--- src/rtl/bcd_serial_add_ctrl.sv ---
// Serial BCD adder: one digit per two cycles (binary add, then decimal
// correction) through a single time-shared 4-bit adder.
module bcd_serial_add_ctrl #(
  parameter int DIGITS = 4
) (
  input  logic                  clk,
  input  logic                  reset,
  input  logic                  start,
  input  logic [4*DIGITS-1:0]   a_bcd,
  input  logic [4*DIGITS-1:0]   b_bcd,
  output logic                  busy,
  output logic                  done,
  output logic [4*DIGITS-1:0]   sum_bcd,
  output logic                  carry_out,
  output logic                  err
);

  localparam int W     = 4 * DIGITS;
  localparam int IDX_W = (DIGITS > 1) ? $clog2(DIGITS) : 1;

  typedef enum logic [1:0] {IDLE, ADD, CORR, DONE} state_t;

  state_t             state_q;
  logic [W-1:0]       a_q, b_q, digits_q, sum_q;
  logic [IDX_W-1:0]   idx_q;
  logic               carry_q, err_pend_q;
  logic [4:0]         res_q;
  logic               busy_q, done_q, carry_out_q, err_q;

  logic [3:0]         add_x, add_y;
  logic               add_cin;
  logic [4:0]         add_out;
  logic               res_gt9;
  logic [3:0]         corr_digit;
  logic [W-1:0]       digits_d;
  logic               range_err;

  // The one adder: operands are steered by phase (ADD vs CORR).
  assign add_out = {1'b0, add_x} + {1'b0, add_y} + {4'b0000, add_cin};

  assign res_gt9    = (res_q > 5'd9);
  assign corr_digit = res_gt9 ? add_out[3:0] : res_q[3:0];

  always_comb begin
    // NOTE: every output of this block gets a default first, so no latch is inferred.
    add_x   = a_q[4*idx_q +: 4];
    add_y   = b_q[4*idx_q +: 4];
    add_cin = carry_q;
    if (state_q == CORR) begin
      add_x   = res_q[3:0];
      add_y   = 4'b0110;
      add_cin = 1'b0;
    end

    digits_d                  = digits_q;
    digits_d[4*idx_q +: 4]    = corr_digit;

    range_err = 1'b0;
    for (int i = 0; i < DIGITS; i++) begin
      if (a_bcd[4*i +: 4] > 4'd9 || b_bcd[4*i +: 4] > 4'd9) range_err = 1'b1;
    end
  end

  // NOTE: sequential state uses non-blocking assignments only.
  always_ff @(posedge clk or posedge reset) begin
    if (reset) begin
      state_q     <= IDLE;
      a_q         <= '0;
      b_q         <= '0;
      digits_q    <= '0;
      sum_q       <= '0;
      idx_q       <= '0;
      carry_q     <= 1'b0;
      err_pend_q  <= 1'b0;
      res_q       <= '0;
      busy_q      <= 1'b0;
      done_q      <= 1'b0;
      carry_out_q <= 1'b0;
      err_q       <= 1'b0;
    end else begin
      case (state_q)
        IDLE: begin
          if (start) begin
            a_q        <= a_bcd;
            b_q        <= b_bcd;
            idx_q      <= '0;
            carry_q    <= 1'b0;
            err_pend_q <= range_err;
            busy_q     <= 1'b1;
            state_q    <= ADD;
          end
        end
        ADD: begin
          res_q   <= add_out;
          state_q <= CORR;
        end
        CORR: begin
          digits_q <= digits_d;
          carry_q  <= res_gt9;
          if (idx_q == IDX_W'(DIGITS - 1)) begin
            // Result registers take the just-corrected top digit directly.
            sum_q       <= digits_d;
            carry_out_q <= res_gt9;
            err_q       <= err_pend_q;
            done_q      <= 1'b1;
            state_q     <= DONE;
          end else begin
            idx_q   <= idx_q + 1'b1;
            state_q <= ADD;
          end
        end
        DONE: begin
          done_q  <= 1'b0;
          busy_q  <= 1'b0;
          state_q <= IDLE;
        end
        default: state_q <= IDLE;
      endcase
    end
  end

  assign busy      = busy_q;
  assign done      = done_q;
  assign sum_bcd   = sum_q;
  assign carry_out = carry_out_q;
  assign err       = err_q;

endmodule

--- config.mk ---
export PLATFORM = sky130hd
export DESIGN_NAME = bcd_serial_add_ctrl
export DESIGN_NICKNAME = d
export VERILOG_FILES = /design/src/rtl/bcd_serial_add_ctrl.sv
export SDC_FILE = /design/constraint.sdc
export NUM_CORES = 1
export LEC_CHECK = 0
export CAP_MARGIN = 25
export CORE_MARGIN = 10
export CORE_UTILIZATION = 35
export CTS_BUF_LIST = sky130_fd_sc_hd__clkbuf_4 sky130_fd_sc_hd__clkbuf_8 sky130_fd_sc_hd__clkbuf_16
export DETAILED_ROUTE_END_ITERATION = 16
export DONT_BUFFER_PORTS = 1
export HOLD_SLACK_MARGIN = 0.05
export SLEW_MARGIN = 20
export SYNTH_ARGS = -nofsm -noshare
export SYNTH_HDL_FRONTEND = slang
export SYNTH_SLANG_ARGS = --single-unit
export TNS_END_PERCENT = 5
--- constraint.sdc ---
create_clock -name clk -period 3.4 [get_ports clk]
set_input_delay 0.34 -clock clk [delete_from_list [all_inputs] [get_ports clk]]
set_output_delay 0.34 -clock clk [all_outputs]
set_load 0.05 [all_outputs]
Word level (Yosys, flattened, before mapping)
Cells that the tools add are included.
- register bits after elaboration: 79
- input bits: 35
- output and inout port bits: 20
- logic and storage cells: 72
- add/sub/neg operators: 4
- $lt $le $gt $ge: 9
- equal/unequal tests: 7
- shifts and indexed selects: 4
- muxes and demuxes: 21
- reductions and logical operators: 14
- operator list (kind ; number):
    4-bit negation with 34-bit output ; 1
    4-bit by 34-bit variable shift with 16-bit output, first input constant ; 1
    4-bit by 34-bit indexed part select with 16-bit output ; 1
    4-bit greater-than comparator, second input constant ; 8
    16-bit by 5-bit indexed part select with 4-bit output ; 2
    16-bit bitwise mux ; 1
    4-bit 2-to-1 mux ; 3
    2-bit AND reduction ; 5
    1-bit 2-to-1 mux ; 8
    2-bit 2-to-1 mux ; 4
    2-bit case mux with 4 select lines ; 1
    2-bit equality test, second input constant ; 3
    1-bit case mux with 2 select lines ; 3
    2-bit nonzero test ; 3
    4-bit by 4-bit adder with 5-bit output ; 1
    5-bit by 1-bit adder with 5-bit output ; 1
    5-bit by 4-bit greater-than comparator with 1-bit output, second input constant ; 1
    1-bit logical OR ; 4
    2-bit != test, second input constant ; 2
    2-bit case mux with 2 select lines ; 1
    3-bit AND reduction ; 1
    2-bit by 1-bit adder with 2-bit output, second input constant ; 1
    2-bit by 1-bit equality test with 1-bit output, second input constant ; 1
    2-bit logical NOT ; 1
    2-bit by 1-bit != test with 1-bit output, second input constant ; 1

Depth between registers and ports, before layout
Gate-level depths: netlist (run 1).
- word-level depth: 7
- mapped depth: 11
- mapped depth without buffers: 9

Worst setup path after synthesis (run 1)
OpenSTA, ideal clock, no wires.
- path kind: register to register
- from: register state_q[1]
- to: register digits_q[10]
- setup time: 0.121 ns
- arrival: 2.640 ns
- data required time: 3.279 ns
- slack: 0.639 ns
- cell stages (with the launch flop): 12
- path buffers: 3
- period minus slack after synthesis: 2.761 ns
- path through: dfrtp_1 -> buf_4 -> nor2b_1 -> buf_4 -> buf_2 -> mux2i_1 -> fa_1 -> fa_1 -> xor2_1 -> a21oi_2 -> and2_1 -> a22o_1
- word-level cells in the longest chain between the ends: 7
- elaborated cells between the ends (all ways): 9
- classes of those cells: 2 x add/sub; 1 x eq/ne; 1 x shift; 5 x mux
- ends and longest elaborated chain (element ; line ; source):
    start: declaration ; 23 ; state_t state_q;
    start signal: assignment ; 67 ; state_q <= IDLE;
    start signal: assignment ; 90 ; state_q <= ADD;
    start signal: assignment ; 95 ; state_q <= CORR;
    2-bit equality test (*) ; 49, 81 ;
    4-bit 2-to-1 mux ; 49 ; if (state_q == CORR) begin
    4-bit by 4-bit adder with 5-bit output ; 39 ; assign add_out = {1'b0, add_x} + {1'b0, add_y} + {4'b0000, add_cin};
    5-bit by 1-bit adder with 5-bit output ; 39 ;
    4-bit 2-to-1 mux ; 42 ; assign corr_digit = res_gt9 ? add_out[3:0] : res_q[3:0];
    4-bit by 34-bit indexed part select with 16-bit output ; 56 ; digits_d[4*idx_q +: 4] = corr_digit;
    16-bit bitwise mux ; 56 ;
    end signal: assignment ; 98 ; digits_q <= digits_d;
    end: declaration ; 24 ; logic [W-1:0] a_q, b_q, digits_q, sum_q;
Every way passes the cells marked *; elsewhere a longest branch is shown, timed or not.
A chain may end at the register's enable or synchronous reset.

Worst setup path in the final report (run 1)
- from: register idx_q[0]
- to: register digits_q[9]
- word-level cells in the longest chain between the ends: 7
- elaborated cells between the ends (all ways): 11
- classes of those cells: 3 x add/sub; 4 x shift; 4 x mux
- ends and longest elaborated chain (element ; line ; source):
    start: declaration ; 25 ; logic [IDX_W-1:0] idx_q;
    start signal: assignment ; 108 ; idx_q <= idx_q + 1'b1;
    16-bit by 5-bit indexed part select with 4-bit output (on tied branches) ; 46, 47 ;
    4-bit 2-to-1 mux ; 49 ;
    4-bit by 4-bit adder with 5-bit output ; 39 ;
    5-bit by 1-bit adder with 5-bit output ; 39 ;
    4-bit 2-to-1 mux ; 42 ;
    4-bit by 34-bit indexed part select with 16-bit output ; 56 ;
    16-bit bitwise mux (*) ; 56 ;
Marks and branches as above.

==> impl_metrics.toml, run 1 <==
[drt]
drc = 0
dr_total_vias = 2476
drt_iter0_drc = 147
routed_via_density = 5.30
ant_nets = 0
wirelength_um = 8500
drt-pass1-iter-count = 4
wl_per_cell_um = 18.2

[cts]
path_clk_slew_ns = 0.08
cts-root-buf = "clkbuf_8"
cts_buffer_depth = 2
post_cts_buffers = 0
cts_tree = "done"
cts.hold.buffers_added = 0
htreeDepth = 3
worstSkewPairLatency_ns = 0.37
ctsResizeCount = 0
clkSinkCount = 79
cts_made_buffers = 9

[grt]
grt_start_max_net_pins = 80
grtUsageTotal = 0.111
grt_overflow = 0
grt_pass1_vias = 2641
antenna_found_initial = 1
use_met1 = 0.133
top_usage_layer = "met2"
grt_pass1_wl_um = 14200
grt_use_met2 = 0.172
met3_usage = 0.0545

[sta]
max_freq_mhz = 336
fin_setup_tns_ns = 0
period_share = 0.875
finalMaxSlewViolations = 0
tightest_slew_ns = 0.581
whs_ns = 0.0922
final-hold-violation-count = 0
period_needed_ns = 2.98
skew_ns = 0.00827
max-slew-margin-rel = 0.610
setup_viol = 0
rsz0062_at_grt = "no"

[synthesis]
yosysTopAreaCell = "dfrtp_1"
synth_edf_count = 0
synth_common_cells = "79 x dfrtp_1, 31 x mux2_2, 29 x nand2_1"
seq_area_frac_synth = 0.511
synth_warnings = 0
synth.area.top_cells = "dfrtp_1 51%, mux2_2 9.0%, mux4_2 3.5%, nand2_1 2.8%, ha_1 2.6%"
yosysTopAreaCellShare = 0.511
ys_types = 53
synth_nets = 361
yosysMostFrequentCell = "dfrtp_1"
syn_inst = 316
synth-main-ff-cell = "dfrtp_1"
synth_area_sq_mm = 0.00386
ys_ff_latch = 79
syn_avg_cell_area_sq_um = 12.2
synthArstFlopShare = 1.00

[die]
dieArea_sq_mm = 0.0156
die_width_um = 125
start_util = 0.357
core_area_sq_mm = 0.0108
num_rows = 38
die-height_um = 125
io_pins = 55

[run_status]
status = "finished, final reports clean"

[worst_setup_path]
critPathCaptureType = "flip-flop"
crit_buf_inv = 0
critPathLaunchType = "flip-flop"
cpPeakStageDelay_ns = 0.65
critPathSlowestCell = "dfrtp_1"
path_delay_family = "multiplexers"
path_cells = "mux4_1 -> mux2i_1 -> fa_1 -> fa_1 -> a21oi_2 -> and2_1 -> a22o_1"
cp_data_required_time_ns = 3.71
criticalPathCategory = "reg -> reg"
critical_path.most_common_cell = "fa_1"
crit_fanout = 9
cp.arrival_ns = 3.29

[placed_design]
hpwl_um = 6220
portBuffers = 0
routabilityCongestion = 0.776

[min_path]
hp-class = "in -> reg"

[power_and_ir_drop]
irDropWorstVdd_v = 0.000474
power_density_mw_per_mm2 = 1160
p_leak_nw = 1.78

[layout]
drive_above_1_share = 0.236
fin_nets = 366
multi_input_area_sq_mm = 0.00174
fillCellCount = 1057
syn_to_final_growth_pct = 9.19
seqCellArea_sq_mm = 0.00198

[flow_run]
drv_cap = 0
[final timing paths]
kind | startpoint | to | slack (ns) | cells past startpoint
worst max register to register | idx_q[0] | digits_q[9] | 0.42 | 7
worst max-delay path | idx_q[0] | digits_q[9] | 0.42 | 7
worst min-delay path | a_bcd[2] | a_q[2] | 0.09 | 1
worst min register to register | a_q[3] | a_q[3] | 0.49 | 1
max in group asynchronous | reset | a_q[14] | 2.28 | 4
min in group asynchronous | reset | sum_bcd[3] | 0.53 | 3
[per-layer routing]
layer  part of all wire  wire [um]  vias up
met5                  0          0        -
met4              0.013        110        0
met3              0.089        758       12
met2               0.46       3870       73
met1               0.44       3760     1223
li1                   -          -     1168
[flip-flops by register name (all words and copies together) (netlist names)]
| register | count |
|---|---|
| carry_q | 1 |
| res_q | 5 |
| state_q | 2 |
| done | 1 |
| carry_out | 1 |
| busy | 1 |
| b_q | 16 |
| err_pend_q | 1 |
| idx_q | 2 |
| sum_bcd | 16 |
| err | 1 |
| a_q | 16 |
| digits_q | 16 |
[cells by family after synthesis]
group	after synthesis	synth area share
AND/OR/NAND/NOR	81	0.116
flip-flops	79	0.511
AO/OA/AOI/OAI	73	0.135
multiplexers	45	0.160
buffers and inverters	26	0.0379
adder cells (fa/ha/maj)	10	0.0363
XOR/XNOR	2	0.00453
[through the flow]
stage,instance area [sq um],setup WS (ns),cells,power (mW),util
after detailed placement,3980,0.445,448,4.17,0.367
after floorplan,3860,0.639,316,3.67,-
final,4220,0.424,467,4.90,0.389
after global routing,4220,0.229,466,5.27,0.389
after global placement,3980,0.526,448,4.10,0.367
after CTS,4190,0.418,464,4.93,0.386
[placed cells by master, fill, tap and decap left out, drive strengths merged, types with 3 or more instances in the layout]
| cell type | count |
|---|---|
| nand2 | 30 |
| mux2i | 3 |
| a211oi | 3 |
| mux4 | 8 |
| o31ai | 4 |
| a21oi | 16 |
| clkbuf | 9 |
| a32o | 8 |
| clkinv | 4 |
| buf | 5 |
| inv | 14 |
| nor2 | 26 |
| a221oi | 8 |
| ha | 8 |
| nor3b | 8 |
| nor3 | 3 |
| dfrtp | 79 |
| a22o | 9 |
| and2 | 3 |
| o21ai | 18 |
| mux2 | 34 |
[area by class of cell]
type / instances / area share
Tap cell: 140 / 0.0415
Clock inverter: 7 / 0.0208
Sequential cell: 79 / 0.468
Multi-Input combinational cell: 211 / 0.413
Clock buffer: 9 / 0.0294
Antenna cell: 1 / 0.000593
Inverter: 14 / 0.0125
Timing Repair Buffer: 6 / 0.0142
[power by group]
| group | internal (mW) | switching [mW] |
|---|---|---|
| Clock | 0.408 | 0.355 |
| Combinational | 0.994 | 1.18 |
| Sequential | 1.34 | 0.626 |
Note: power is estimated with default switching activity, not from simulation.
==> run 2: changes to the inputs <==
PLACE_DENSITY = 0.48   (was unset)
RECOVER_POWER = 50   (was unset)
==> impl_metrics.toml, run 2 (synthesis gave the netlist of run 1 again) <==
[worst_setup_path]
r2r_end = "digits_q[9]"
rrSetupSlack_ns = 0.40
critPathSlowestCell = "dfrtp_1"
critPathLaunchType = "flip-flop"
crit_fanout = 9
r2r_cells = 7
cp.arrival_ns = 3.29
critical_path.most_common_cell = "fa_1"
path_cells = "mux4_1 -> mux2i_1 -> fa_1 -> fa_1 -> a21oi_2 -> and2_1 -> a22o_1"
critPathCaptureType = "flip-flop"
endpoint = "digits_q[9]"
worstReg2RegStart = "idx_q[0]"
cpPeakStageDelay_ns = 0.66
criticalPathCategory = "reg -> reg"
startpoint = "idx_q[0]"
cp_data_required_time_ns = 3.70

[min_path]
hp-class = "in -> reg"
whs_path_depth = 1

[flow_run]
drv_cap = 2

[die]
start_util = 0.357
die-height_um = 125
core_area_sq_mm = 0.0108
dieArea_sq_mm = 0.0156
num_rows = 38
die_width_um = 125
io_pins = 55

[power_and_ir_drop]
p_leak_nw = 1.78
irDropWorstVdd_v = 0.000440
power_density_mw_per_mm2 = 1160
power_mw = 4.90

[sta]
period_needed_ns = 3.00
setup_viol = 0
tightest_slew_ns = 2.43
max-slew-margin-rel = -0.622
period_share = 0.881
fin_ws_ns = 0.404
skew_ns = 0.0116
final-hold-violation-count = 0
max_freq_mhz = 334
finalMaxSlewViolations = 81
fin_setup_tns_ns = 0
rsz0062_at_grt = "no"

[drt]
drt_iter0_drc = 55
wl_per_cell_um = 19.0
drt-pass1-iter-count = 4
wirelength_um = 8870
routed_via_density = 5.29
drc = 0
ant_nets = 0
dr_total_vias = 2472

[cts]
cts_made_buffers = 9
path_clk_slew_ns = 0.08
clkSinkCount = 79
htreeDepth = 3
cts-root-buf = "clkbuf_8"
post_cts_buffers = 0
cts_tree = "done"
worstSkewPairLatency_ns = 0.36
cts_buffer_depth = 2

[layout]
fin_nets = 367
mostFrequentLayoutCells = "79 x dfrtp_1, 31 x mux2_2, 29 x nand2_1, 26 x nor2_1, 18 x o21ai_0"
n_antenna_cell = 0
drive_above_1_share = 0.229
utilization = 0.389
syn_to_final_growth_pct = 9.19
final_common_cell = "dfrtp_1"
design_area_sq_mm = 0.00422

[grt]
grtUsageTotal = 0.116
antenna_found_initial = 0
grt_pass1_wl_um = 14700
grt_pass1_vias = 2727
grt_overflow = 0
grt_start_max_net_pins = 45

[placed_design]
hpwl_um = 6730
pre_cts_ws_ns = 0.372
dpl_cell_area_sq_mm = 0.00399
portBuffers = 0
routabilityCongestion = 0.758

[run_status]
violations = "capacitance limit, slew limit"
status = "finished, violations left"
-- run 2: changes by cell type in the layout (fill, tap and decap cells not counted), sizes merged --
cell	before	now
buf	5	4
bufinv	2	1
clkbuf	9	16
clkinv	4	1
diode	1	0
inv	14	13
-- run 2: worst max-delay path, delay by kind of cell (launching register included) --
family	cells	cell delay, ns
compound gates	2	0.45
mux	2	0.86
flops	1	0.66
fa+ha+maj	2	0.72
simple gates	1	0.26
-- run 2: area by class of cell --
class | instances | area [sq um]
Inverter | 14 | 53.8
Fill cell | 1065 | 6620
Tap cell | 140 | 175
Sequential cell | 79 | 1980
Clock buffer | 14 | 193
Multi-Input combinational cell | 211 | 1740
Timing Repair Buffer | 7 | 47.5
Clock inverter | 2 | 35.0
-- run 2: per-stage QoR --
step,hold WS [ns],instances
floorplan,0.439,316
global placement,0.352,450
detailed placement,0.355,450
CTS,0.108,467
global route,0.0975,467
finish,0.126,467
-- run 2: how the worst min path moves through the flow --
stage                           from          to  slack, ns
after detailed placement       reset     a_q[12]       0.36
after global placement         reset  err_pend_q       0.35
after global routing       b_bcd[14]     b_q[14]        0.1
after CTS                   a_bcd[2]      a_q[2]       0.11
final                       a_bcd[3]      a_q[3]       0.13
after floorplan           err_pend_q         err       0.44
-- run 2: routing by layer --
layer,share of wire,vias up,global-route usage,routed length (um)
met5,0,-,0,0
met4,0.014,0,0.0427,123
met3,0.081,11,0.0566,720
met2,0.50,51,0.193,4400
met1,0.41,1246,0.126,3620
li1,-,1164,-,-
-- run 2: where the power goes --
group	total [mW]	switching, mW	internal, mW
Combinational	2.18	1.18	0.998
Sequential	1.95	0.609	1.34
Clock	0.777	0.338	0.439
Total	4.90	2.13	2.77
-- run 2: repair_timing --
action | CTS | global route
hold buffers | 1 | 0
hold endpoints to repair | 79 | 0
gates resized for setup | 0 | 0
